## src/rtl/fetch_pkg.sv

```systemverilog
// Shared fetch-stage types and constants, also used by the ctrl decoder.
package fetch_pkg;

    localparam int          XLEN_DEFAULT         = 32;
    localparam logic [31:0] RESET_VECTOR_DEFAULT = 32'h0000_0000;
    localparam logic [31:0] NOP_INSTR            = 32'h0000_0013;

    localparam logic [6:0] OP_LW    = 7'b0000011;
    localparam logic [6:0] OP_SW    = 7'b0100011;
    localparam logic [6:0] OP_JAL   = 7'b1101111;
    localparam logic [6:0] OP_BEQ   = 7'b1100011;
    localparam logic [6:0] OP_ITYPE = 7'b0010011;
    localparam logic [6:0] OP_RTYPE = 7'b0110011;

    typedef enum logic [1:0] {
        IDLE,
        REQ,
        WAIT,
        FULL
    } fetch_state_e;

endpackage

```

## src/rtl/next_pc_mux.sv

```systemverilog
// Next-PC select: sequential PC + 4 or taken redirect target, plus a
// flag for a redirect target that is not word aligned.
module next_pc_mux
    import fetch_pkg::*;
#(
    parameter int XLEN = XLEN_DEFAULT
) (
    input  logic [XLEN-1:0] pc,
    input  logic [XLEN-1:0] pc_target,
    input  logic            pc_src,
    output logic [XLEN-1:0] pc_plus4,
    output logic [XLEN-1:0] next_pc,
    output logic            misaligned
);

    assign pc_plus4   = pc + XLEN'(4);
    assign next_pc    = pc_src ? pc_target : pc_plus4;
    assign misaligned = pc_src && (pc_target[1:0] != 2'b00);

endmodule

```

## src/rtl/fetch_unit.sv

```systemverilog
// Instruction fetch stage: owns the PC, one outstanding imem request, one
// buffered instruction. FETCH_MISALIGN_TRAP_EN adds the fetch_fault trap.
module fetch_unit
    import fetch_pkg::*;
#(
    parameter int              XLEN         = XLEN_DEFAULT,
    parameter logic [XLEN-1:0] RESET_VECTOR = RESET_VECTOR_DEFAULT,
    parameter logic [31:0]     NOP_INSTR    = fetch_pkg::NOP_INSTR
) (
    input  logic            clk,
    input  logic            rst,
    output logic            imem_req_valid,
    input  logic            imem_req_ready,
    output logic [XLEN-1:0] imem_addr,
    input  logic            imem_rsp_valid,
    input  logic [31:0]     imem_rsp_data,
    output logic            instr_valid,
    input  logic            instr_ready,
    output logic [31:0]     Instr,
    output logic [XLEN-1:0] PC,
    output logic [XLEN-1:0] PCPlus4,
    output logic [6:0]      op,
    output logic [2:0]      funct3,
    output logic            funct7,
    input  logic            pcSrc,
    input  logic [XLEN-1:0] PCTarget
`ifdef FETCH_MISALIGN_TRAP_EN
    ,
    output logic            fetch_fault
`endif
);

    fetch_state_e    state, state_nxt;
    logic [XLEN-3:0] fetch_word;
    logic [31:0]     instr_q;
    logic [XLEN-1:0] pc_q;
    logic [XLEN-1:0] next_pc;
    logic            misaligned;
    logic            capture, consume, trap;
    logic            unused_bits;

    next_pc_mux #(.XLEN(XLEN)) u_next_pc (
        .pc         (pc_q),
        .pc_target  (PCTarget),
        .pc_src     (pcSrc),
        .pc_plus4   (PCPlus4),
        .next_pc    (next_pc),
        .misaligned (misaligned)
    );

`ifdef FETCH_MISALIGN_TRAP_EN
    assign trap        = misaligned;
    assign unused_bits = ^next_pc[1:0];
`else
    // Misaligned redirect targets are simply rounded down to a word.
    assign trap        = 1'b0;
    assign unused_bits = ^{misaligned, next_pc[1:0]};
`endif

    always_ff @(posedge clk) begin
        if (rst) state <= IDLE;
        else     state <= state_nxt;
    end

    always_comb begin
        state_nxt      = state;
        imem_req_valid = 1'b0;
        capture        = 1'b0;
        consume        = 1'b0;
        case (state)
            IDLE: state_nxt = REQ;
            REQ: begin
                imem_req_valid = 1'b1;
                if (imem_req_ready) state_nxt = WAIT;
            end
            // Responses outside WAIT are stale or spurious and never captured.
            WAIT: begin
                if (imem_rsp_valid) begin
                    capture   = 1'b1;
                    state_nxt = FULL;
                end
            end
            FULL: begin
                if (instr_ready) begin
                    consume   = 1'b1;
                    state_nxt = trap ? FULL : REQ;
                end
            end
            default: state_nxt = IDLE;
        endcase
    end

    // The fetch address is kept as a word index so imem_addr[1:0] is always 00.
    always_ff @(posedge clk) begin
        if (rst) begin
            fetch_word <= RESET_VECTOR[XLEN-1:2];
            instr_q    <= NOP_INSTR;
            pc_q       <= RESET_VECTOR;
        end else begin
            if (capture) begin
                instr_q <= imem_rsp_data;
                pc_q    <= {fetch_word, 2'b00};
            end
            if (consume) begin
                instr_q <= NOP_INSTR;
                if (trap) pc_q <= PCTarget;
                else      fetch_word <= next_pc[XLEN-1:2];
            end
        end
    end

`ifdef FETCH_MISALIGN_TRAP_EN
    always_ff @(posedge clk) begin
        if (rst)          fetch_fault <= 1'b0;
        else if (consume) fetch_fault <= trap;
    end
`endif

    assign imem_addr   = {fetch_word, 2'b00};
    assign instr_valid = (state == FULL);
    assign Instr       = instr_q;
    assign PC          = pc_q;
    assign op          = instr_q[6:0];
    assign funct3      = instr_q[14:12];
    assign funct7      = instr_q[30];

endmodule

```

## config.mk

```make
export PLATFORM = sky130hd
export DESIGN_NAME = fetch_unit
export DESIGN_NICKNAME = d
export VERILOG_FILES = /design/src/rtl/fetch_pkg.sv /design/src/rtl/next_pc_mux.sv /design/src/rtl/fetch_unit.sv
export SDC_FILE = /design/constraint.sdc
export NUM_CORES = 1
export LEC_CHECK = 0
export ABC_AREA = 1
export CAP_MARGIN = 15
export CORE_UTILIZATION = 43
export DETAILED_ROUTE_END_ITERATION = 8
export PLACE_DENSITY = 0.82
export REMOVE_ABC_BUFFERS = 1
export SLEW_MARGIN = 20
export SYNTH_ARGS = -nofsm -noshare
export SYNTH_HDL_FRONTEND = slang
export SYNTH_SLANG_ARGS = --single-unit
```

## constraint.sdc

```tcl
create_clock -name clk -period 2.39 [get_ports clk]
set_clock_uncertainty 0.15 [all_clocks]
set_input_delay 0.478 -clock clk [delete_from_list [all_inputs] [get_ports clk]]
set_output_delay 0.478 -clock clk [all_outputs]
set_load 0.01 [all_outputs]
```

# [After elaboration in Yosys (flattened, before gate mapping)]
# Index checks and enable logic that the tools add are counted.
[word_totals] regBits=94 in_bits=70 out_inout_bits=141 elab_cells=24
[op_classes] add_sub_neg=1 eq_ne=6 mux=10 reduce_logical=3
[ops] cell="adder 32 x 3 -> 32 bit, second input constant" n=1
[ops] cell="two-way mux 32 bit" n=1
[ops] cell="case mux 2 bit (4 select lines)" n=1
[ops] cell="two-way mux 2 bit" n=3
[ops] cell="two-way mux 1 bit" n=5
[ops] cell="equality test 2 bit, second input constant" n=2
[ops] cell="inequality test 2 bit, second input constant" n=2
[ops] cell="AND reduction 3 bit" n=1
[ops] cell="equality test 2 x 1 -> 1 bit, second input constant" n=1
[ops] cell="logical NOT 2 bit" n=1
[ops] cell="inequality test 2 x 1 -> 1 bit, second input constant" n=1
[ops] cell="OR reduction 2 bit" n=1

# [Depth between registers and ports, before layout]
[depth] depth_word=3 ltp_mapped=10 depth_no_buf=10

# [Modules after synthesis]
# A second synthesis with hierarchy kept.
[unflattened] cells_unflattened=720 hier_area_um2=4819.6
[by_module_without_submodules] module="fetch_unit" n_inst=1 cells_each=443 area_per_inst_um2=3458.3 seq_area_each_um2=1881.8
[by_module_without_submodules] module="next_pc_mux" n_inst=1 cells_each=277 area_per_inst_um2=1361.3 seq_area_each_um2=0.0

# [Worst setup path before layout]
# Ideal clock, no wire load.
[synth_timing] path_type="flip-flop to output port" from="reg pc_q[3] (netlist: PC[3])" to="out PCPlus4[22]" arrival_time_ps=1312 required_ps=1762 setup_slack_ps=450 path_stages_with_launch=9 n_path_buf=0 path_cell_list="dfxtp_1 ha_1 nand2_1 nor2_4 nand2_4 nor2_4 nand2_1 nand2_1 nand2_1"
[synth_between] elab_chain_len=1
[synth_lines] item="start: declaration" line="fetch_unit.sv:36" source="logic [XLEN-1:0] pc_q;"
[synth_lines] item="start signal: assignment" line="fetch_unit.sv:102" source="pc_q <= {fetch_word, 2'b00};"
[synth_lines] item="start signal: assignment" line="fetch_unit.sv:106" source="if (trap) pc_q <= PCTarget;"
[synth_lines] item="adder 32 x 3 -> 32 bit" line="next_pc_mux.sv:16" source="assign pc_plus4 = pc + XLEN'(4);"
[synth_lines] item="end: declaration" line="fetch_unit.sv:21" source="output logic [XLEN-1:0] PCPlus4,"
# No other way between the ends.

# [Worst setup path after layout]
[layout_timing] from="reg pc_q[3] (netlist: PC[3])" to="out PCPlus4[27]"
# The elaborated chain is that of the path after synthesis.

==> flow_summary.html <==
<table>
<tr><th>Metric</th><th>Value</th></tr>
<tr><th colspan="2">Outcome</th></tr>
<tr><td>Result of the run</td><td>finished with violations</td></tr>
<tr><td>Violated checks</td><td>setup timing</td></tr>
<tr><th colspan="2">Cells and area</th></tr>
<tr><td>Area growth from synthesis to layout</td><td>63.5%</td></tr>
<tr><td>Number of nets in the layout</td><td>994</td></tr>
<tr><td>Fill cells</td><td>822</td></tr>
<tr><td>Final design area excluding fillers</td><td>7530 um2</td></tr>
<tr><td>Diode count</td><td>0</td></tr>
<tr><td>Fraction of layout instances using a drive strength above 1</td><td>0.215</td></tr>
<tr><th colspan="2">Global routing</th></tr>
<tr><td>Maximum number of pins on one net before global-route repair</td><td>55</td></tr>
<tr><td>Sum of overflow across all layers after global routing</td><td>0</td></tr>
<tr><td>Global routing usage on met2</td><td>0.512</td></tr>
<tr><td>First-pass GRT wire length</td><td>25,600 um</td></tr>
<tr><td>Vias in the first global route</td><td>5,333</td></tr>
<tr><td>Global routing usage summed across all routing layers</td><td>0.290</td></tr>
<tr><td>Met3 track demand over resource</td><td>0.0829</td></tr>
<tr><td>Met1 routing resource usage after global routing</td><td>0.324</td></tr>
<tr><td>Most heavily used metal layer in global routing</td><td>met2</td></tr>
<tr><td>Antenna violations before repair</td><td>0</td></tr>
<tr><th colspan="2">Routing</th></tr>
<tr><td>Final routed wire length divided by cell count</td><td>15.8 um</td></tr>
<tr><td>Vias</td><td>5,451</td></tr>
<tr><td>Remaining routing DRC violations</td><td>0</td></tr>
<tr><td>Via count normalized by instance count</td><td>5.14</td></tr>
<tr><td>DR iter-0 viols</td><td>277</td></tr>
<tr><td>First-pass iteration count of the detailed router</td><td>5</td></tr>
<tr><td>Routed WL</td><td>16,800 um</td></tr>
<tr><td>Routed Antenna Nets</td><td>0</td></tr>
<tr><th colspan="2">STA</th></tr>
<tr><td>Final slew viol count</td><td>0</td></tr>
<tr><td>Worst Slack Setup Final</td><td>-47.5 ps</td></tr>
<tr><td>Count of endpoints failing setup in the final report</td><td>8</td></tr>
<tr><td>Peak clock frequency supported by timing</td><td>0.410 GHz</td></tr>
<tr><td>Unrepaired setup endpoints after global routing</td><td>yes</td></tr>
<tr><td>Hold_ws</td><td>325 ps</td></tr>
<tr><td>Fin crit period</td><td>2440 ps</td></tr>
<tr><td>Period utilization</td><td>1.02</td></tr>
<tr><td>Hold Violations, Final</td><td>0</td></tr>
<tr><th colspan="2">Pwr</th></tr>
<tr><td>Clock share of power</td><td>0.223</td></tr>
<tr><td>Peak supply drop</td><td>0.470 mV</td></tr>
<tr><td>Reported leakage power</td><td>3.21 nW</td></tr>
<tr><td>Share of total power in sequential cells</td><td>0.399</td></tr>
<tr><td>Combinational cell fraction of total power</td><td>0.379</td></tr>
<tr><td>Cell-internal power</td><td>3.30 mW</td></tr>
<tr><td>Switching pwr</td><td>1.70 mW</td></tr>
<tr><td>Power per Cell Area</td><td>665 nW/um2</td></tr>
<tr><td>Switching part of the total power</td><td>0.340</td></tr>
<tr><th colspan="2">Placement</th></tr>
<tr><td>Placer Congestion</td><td>0.934</td></tr>
<tr><td>Pre-CTS WS</td><td>-50.2 ps</td></tr>
<tr><td>Cell area after placement</td><td>6900 um2</td></tr>
<tr><td>Half-perimeter wire length of the detailed placement result</td><td>11,500 um</td></tr>
<tr><td>Number of buffers inserted by port buffering</td><td>202</td></tr>
<tr><th colspan="2">Logic synthesis</th></tr>
<tr><td>Largest area contributor in the synthesized netlist</td><td>dfxtp_1</td></tr>
<tr><td>Count of cell types in the netlist</td><td>29</td></tr>
<tr><td>Syn. warnings</td><td>0</td></tr>
<tr><td>Number of cells produced by synthesis</td><td>683</td></tr>
<tr><td>Area contributors post-synth</td><td>dfxtp_1, nand2_1, nor2_1</td></tr>
<tr><td>Sequential share of the synthesized area</td><td>0.409</td></tr>
<tr><td>Syn Area/Cell</td><td>6.74 um2</td></tr>
<tr><td>Cell area after technology mapping</td><td>4610 um2</td></tr>
<tr><td>Synth top area share</td><td>0.409</td></tr>
<tr><td>Flop and latch count out of synthesis</td><td>94</td></tr>
<tr><th colspan="2">CTS</th></tr>
<tr><td>Clk slew on worst S/H paths</td><td>90 ps</td></tr>
<tr><td>Post-CTS Hold Buffers</td><td>0</td></tr>
<tr><td>Total clock buffers created by CTS</td><td>9</td></tr>
<tr><td>Clock tree from TritonCTS</td><td>done</td></tr>
<tr><td>CTS Buffer Depth</td><td>2</td></tr>
<tr><td>Total number of H-tree levels</td><td>3</td></tr>
<tr><td>Worst-Skew Late Latency</td><td>370 ps</td></tr>
<tr><td>Clock Sinks</td><td>94</td></tr>
<tr><td>CTS root buf</td><td>clkbuf_8</td></tr>
<tr><th colspan="2">Setup path</th></tr>
<tr><td>Delay of the slowest cell on the worst path</td><td>370 ps</td></tr>
<tr><td>Critical Path End Type</td><td>primary output</td></tr>
<tr><td>Category of the critical setup timing path</td><td>reg -&gt; out</td></tr>
<tr><td>Crit path required time</td><td>1760 ps</td></tr>
<tr><td>Critical Path AT</td><td>1810 ps</td></tr>
<tr><td>Largest fanout on the critical path</td><td>4</td></tr>
<tr><td>Worst reg-to-reg setup slack</td><td>60 ps</td></tr>
<tr><td>Crit path max-delay cell type</td><td>dfxtp_2</td></tr>
<tr><td>Critical path cell sequence</td><td>buf_6 -&gt; nand2_4 -&gt; nor2_4 -&gt; nand2_4 -&gt; buf_6 -&gt; nor2_4 -&gt; nand2_2 -&gt; nand2_2 -&gt; nand2_2 -&gt; buf_6</td></tr>
<tr><td>Startpoint types</td><td>flop</td></tr>
<tr><th colspan="2">Floorplan</th></tr>
<tr><td>Rows</td><td>37</td></tr>
<tr><td>I/O pins</td><td>211</td></tr>
<tr><td>Die Ht</td><td>105 um</td></tr>
<tr><td>Total die area</td><td>11,100 um2</td></tr>
<tr><td>Starting density of the core</td><td>0.444</td></tr>
<tr><td>Area inside the core boundary</td><td>10,400 um2</td></tr>
<tr><td>Die boundary width</td><td>105 um</td></tr>
<tr><th colspan="2">Worst hold path</th></tr>
<tr><td>Worst hold-check path type</td><td>reg -&gt; reg</td></tr>
<tr><th colspan="2">Run</th></tr>
<tr><td>Maxcap violations</td><td>0</td></tr>
</table>
state kept, by name, summed over array words and instances, names as in the netlist:
name,count
fetch_word,30
PC,30
Instr,32
state,2
worst max-delay path, delay by kind of cell (launching register included):
kind,cells,cell delay [ps]
buf+inv,3,380
simple gates,7,680
flops,1,370
per-stage QoR:
step,power (mW),setup TNS (ps),std cells,utilization
after floorplan,2.73,-41010,641,-
after global placement,3.78,-4.78,1017,0.666
after detailed placement,3.84,-69.5,1017,0.666
after CTS,4.94,-1180,1055,0.705
after global routing,5.26,-1360,1061,0.726
final,5.00,-148,1061,0.726
Yosys cell counts, drive strengths merged:
| cell | instances |
|---|---|
| a211oi | 26 |
| a21oi | 7 |
| and2 | 1 |
| buf | 24 |
| clkbuf | 23 |
| clkinv | 1 |
| conb | 1 |
| dfxtp | 94 |
| ha | 4 |
| inv | 44 |
| mux2i | 1 |
| nand2 | 174 |
| nand3 | 29 |
| nand3b | 2 |
| nand4 | 2 |
| nor2 | 173 |
| o21a | 1 |
| o21ai | 67 |
| o221ai | 1 |
| or2 | 1 |
| xnor2 | 2 |
| xor2 | 5 |
timing repair:
item / CTS / global route
setup buffers: 23 / 6
resized for setup: 97 / 106
setup endpoints to repair: 28 / 26
cloned: 0 / 0
pin swaps: 18 / 31
routing by layer:
metal	wire length (um)	share of wire
met1	6390	0.38
met2	8410	0.50
met3	1410	0.084
met4	535	0.032
met5	0	0
cell families (layout without fill, tap and decap cells):
kind of cell               count (synthesis)  in the layout  synth area share
AOI/OAI and AO/OA                        102            102             0.126
xor gates and xnor gates                   7              7            0.0133
adders and majority gates                  4              4            0.0109
buffers and inverters                     92            329            0.0910
DFF                                       94             94             0.409
muxes                                      1              1           0.00217
other                                      1              6          0.000814
and+or+nand+nor                          382            382             0.347
layout make-up:
cell class | count | area [um2] | area share
Multi-Input combinational cell | 502 | 2570 | 0.342
Timing Repair Buffer | 268 | 2510 | 0.334
Sequential cell | 94 | 1900 | 0.253
Inverter | 45 | 171 | 0.0228
Tap cell | 136 | 170 | 0.0226
Clock buffer | 13 | 159 | 0.0211
Clock inverter | 3 | 42.5 | 0.00565
layout by cell type (no fill, tap or decap), types with 11 or more instances in the layout:
cell type	count
inv_1	43
nand2_1	143
clkdlybuf4s50_1	174
nor2_2	15
nand2_2	24
buf_6	19
buf_4	49
o21ai_0	52
dfxtp_2	14
dfxtp_1	79
nor2_1	142
a211oi_1	26
clkbuf_8	11
nor2_4	16
o21ai_1	12
nand3_1	22
power groups by stage:
stage | clock network (mW) | registers [mW] | logic, mW
global placement | 0 | 1.99 | 1.79
finish | 1.11 | 1.99 | 1.90
global route | 1.20 | 2.02 | 2.04
CTS | 1.13 | 1.97 | 1.84
floorplan | 0 | 2.10 | 0.633
detailed placement | 0 | 2.00 | 1.84
path summary, 6_finish.rpt:
path	start	endpoint	depth (start not counted)
setup reg to reg	PC[10]	fetch_word[21]	18
hold reg to reg	fetch_word[16]	fetch_word[16]	2
setup / recovery	PC[3]	PCPlus4[27]	10
hold / removal	fetch_word[16]	fetch_word[16]	2
Note: power is estimated with default switching activity, not from simulation.
==> RTL edit 1: new RTL, config.mk and constraints unchanged <==
Re-encode `fetch_state_e` (4 states) as one-hot, 4 bits wide.
--- a/src/rtl/fetch_pkg.sv
+++ b/src/rtl/fetch_pkg.sv
@@ -12,11 +12,11 @@
     localparam logic [6:0] OP_ITYPE = 7'b0010011;
     localparam logic [6:0] OP_RTYPE = 7'b0110011;
 
-    typedef enum logic [1:0] {
-        IDLE,
-        REQ,
-        WAIT,
-        FULL
+    typedef enum logic [3:0] {
+        IDLE = 4'b0001,
+        REQ  = 4'b0010,
+        WAIT = 4'b0100,
+        FULL = 4'b1000
     } fetch_state_e;
 
 endpackage
Formal check against the unedited RTL: same outputs for any inputs over 4 cycles, from zero or initial values and one cycle with rst high; so few cycles prove little.
==> RTL edit 1 against the original RTL <==
- the flow still finishes with violations (negative setup slack)
- sequential cell count up 2
- first-iteration DRC count is 1.8% lower
- wire length shrank 6.3%
- setup slack better by 24 ps
- worst hold slack lost 10 ps
- synthesized cell count increased by 2.0%
- area after synthesis rose by 1.5%
- non-clock buffer count fell by 9
- fmax rose by 1.0%
- final area decreased by 0.98%
- largest cell class unchanged
Power is not compared: it rests on default switching activity, and its combinational part moved more than twofold at a synthesized area within 25%.
==> RTL edit 1: results (changes against the original RTL) <==
Avg Cell Area, Syn: 6.705 um2 (was 6.743 um2)
Critical Path Fanout Max: 3 (was 4)
fraction of area in multi-input gates: 0.3349 (was 0.3416)
reg-to-reg critical path endpoint: fetch_word[27] (was fetch_word[21])
met1 usage: 0.3234 (was 0.3236)
Post-CTS Resized: 122 (was 97)
Finished Layout Cells: 1066 (was 1061)
drt first pass iters: 4 (was 5)
first-pass GRT wire length: 24250 um (was 25590 um)
Initial DRC Count: 272 (was 277)
Non-clk bufs: 259 (was 268)
fill count: 838 (was 822)
ClkCell Share: 0.02802 (was 0.02675)
worst reg2reg setup slack: 660 ps (was 60 ps)
clock buffer count: 9 (was 13)
failing checks: negative setup slack (unchanged)
Slowest-stage cell, CP: dfxtp_4 (was dfxtp_2)
total track usage: 0.2717 (was 0.2901)
clock-pin slew on the worst setup and hold paths: 110 ps (was 90 ps)
leading cell types by total area after synthesis: dfxtp_1 41%, nand2_1 18%, a21oi_1 6.5%, nor2_1 6.3%, o21ai_0 4.4% (was dfxtp_1 41%, nand2_1 14%, nor2_1 13%, o21ai_0 6.1%, a211oi_1 4.2%)
Hold WS: 314.6 ps (was 324.7 ps)
Placed Instance Area: 6874 um2 (was 6902 um2)
Final WS setup: -23.46 ps (was -47.52 ps)
GR Util met2: 0.4675 (was 0.5117)
most frequent cells after synthesis: 230 x nand2_1, 96 x dfxtp_1, 78 x nor2_1 (was 169 x nand2_1, 160 x nor2_1, 94 x dfxtp_1)
HPWL Detailed: 11050 um (was 11520 um)
multi-input gates: 510 (was 502)
setup violators final: 2 (was 8)
outcome: finished with violations (unchanged)
## RTL edit 1: cells by family (layout without fill, tap and decap cells)
kind of cell    count (synthesis)  count (layout)  synth area share
compound gates                126             126            0.1360
xor+xnor                        7               7           0.01312
mux                             2               2          0.004284
flops                          96              96            0.4112
simple gates                  368             368            0.3312
fa+ha+maj                       1               1          0.002677
other cells                     1               6         0.0008024
buf+inv                        96             324            0.1007
## RTL edit 1: metal layers
metal	share of wire	vias to the layer above
li1	-	2635
met1	0.40	2412
met2	0.49	205
met3	0.087	25
met4	0.019	0
met5	0	-
## RTL edit 1: worst max-delay path by stage
stage               start          end  slack [ps]  depth (start not counted)
finish              PC[2]  PCPlus4[31]         -20                         11
global route        PC[2]  PCPlus4[31]        -130                         11
CTS                 PC[3]  PCPlus4[25]        -120                         10
detailed placement  PC[2]  PCPlus4[22]         -30                          8
global placement    PC[2]  PCPlus4[14]          20                          8
floorplan             rst     Instr[0]          30                          4
==> RTL edit 2: new RTL, same flow settings <==
Made on the original files. Add a define of `FETCH_MISALIGN_TRAP_EN`.
--- a/src/rtl/fetch_unit.sv
+++ b/src/rtl/fetch_unit.sv
@@ -1,5 +1,7 @@
 // Instruction fetch stage: owns the PC, one outstanding imem request, one
 // buffered instruction. FETCH_MISALIGN_TRAP_EN adds the fetch_fault trap.
+`define FETCH_MISALIGN_TRAP_EN
+
 module fetch_unit
     import fetch_pkg::*;
 #(
Behaviour (old outputs only; new: fetch_fault): not the same (Yosys sat finds a counterexample within 10 cycles, from zero or initial values and one cycle with rst high).
==> RTL edit 2 against the original RTL <==
- the run still ends with negative setup slack left
- wire length increased by 6.7%
- setup slack got worse by 49 ps
- register-to-register slack better by 580 ps
- final area is 6.7% higher
- total power decreased by 9.9%
- sequential cell count rose by 3
- area after synthesis is 9.1% higher
- critical path type unchanged
==> RTL edit 2: results (changes against the original RTL) <==
outcome: finished with violations (unchanged)
Power Clock: 1.45 mW (was 1.11 mW)
CP Data Arrival Time: 1860 ps (was 1810 ps)
P_int: 3.092 mW (was 3.305 mW)
share of cells above drive strength 1: 0.1879 (was 0.2151)
most frequent cells after synthesis: 250 x nand2_1, 97 x dfxtp_1, 84 x nor2_1 (was 169 x nand2_1, 160 x nor2_1, 94 x dfxtp_1)
Lkg Pwr: 3.419 nW (was 3.213 nW)
clock root buffer: clkbuf_16 (was clkbuf_8)
Via Count: 5879 (was 5451)
met3 usage in global routing: 0.1164 (was 0.08287)
Finished Layout Cells: 1154 (was 1061)
setup TNS: -432.9 ps (was -147.7 ps)
Final WS setup: -96.03 ps (was -47.52 ps)
register area share after synthesis: 0.3866 (was 0.4086)
reg-to-reg critical path endpoint: fetch_word[28] (was fetch_word[21])
Hold WS: 312.7 ps (was 324.7 ps)
Initial DRC Count: 494 (was 277)
GR Util met2: 0.5098 (was 0.5117)
worst reg2reg setup slack: 640 ps (was 60 ps)
setup violators final: 10 (was 8)
Placed Instances: 1110 (was 1017)
hold path endpoint: Instr[18] (was fetch_word[16])
Place WS: -32.96 ps (was -50.22 ps)
CP endpoint: PCPlus4[30] (was PCPlus4[27])
GP Congestion: 0.9177 (was 0.9340)
largest net degree at the start of global routing: 87 (was 55)
Hold Path Origin: Instr[18] (was fetch_word[16])
reg-to-reg critical path startpoint: PC[2] (was PC[10])
Avg WL per Cell: 15.49 um (was 15.79 um)
Post-Syn Instances: 768 (was 683)
failing checks: negative setup slack (unchanged)
met1 usage: 0.3314 (was 0.3236)
## RTL edit 2: changes by cell type after synthesis, moves of 2 or more
cell | before | now
o21ai_0 | 56 | 79
buf_6 | 0 | 3
a31oi_1 | 0 | 2
a211oi_1 | 26 | 1
inv_1 | 44 | 52
ha_1 | 4 | 1
nand2_1 | 169 | 250
a21oi_1 | 7 | 60
nand2_2 | 2 | 7
o21ai_1 | 11 | 18
clkbuf_1 | 23 | 19
dfxtp_1 | 94 | 97
nor2_1 | 160 | 84
buf_2 | 5 | 9
## RTL edit 2: kinds of logic (layout without fill, tap and decap cells)
family,count (synthesis),count (layout),share of synthesized area
AO/OA/AOI/OAI,164,164,0.1679
XOR/XNOR,7,7,0.01220
adder cells (fa/ha/maj),1,1,0.002490
buffers and inverters,105,347,0.09988
flip-flops,97,97,0.3865
multiplexers,1,1,0.001993
other,1,2,0.0007465
AND/OR/NAND/NOR,392,392,0.3283
## RTL edit 2: layout make-up
class                   count  area, um2  share of cell area
inverters                  54      207.7             0.02585
flip-flops and latches     97       1959              0.2439
multi-input cells         567       2775              0.3454
clock buffers              10      239.0             0.02975
well taps                 143      178.9             0.02227
repair buffers            277       2625              0.3267
clock inverters             6      48.80            0.006074
## RTL edit 2: metal layers
layer	wire, um	vias up
li1	-	2912
met1	6930	2656
met2	8707	282
met3	1887	29
met4	350	0
met5	0	-
## RTL edit 2: worst max-delay path, cell delays in order, from the launching register on
cell and delay, ps:
dfxtp_4 380, ha_4 150, nand2_4 50, nor2_4 160, nand2_4 80, buf_6 130
nor2_4 120, buf_12 120, nand2_2 50, nand2_2 70, nand2_1 50, buf_2 130
## RTL edit 2: repair_timing
action | CTS | global route
resized for setup | 126 | 58
setup endpoints to repair | 28 | 24
buffers inserted | 15 | 15
pin swaps | 19 | 26
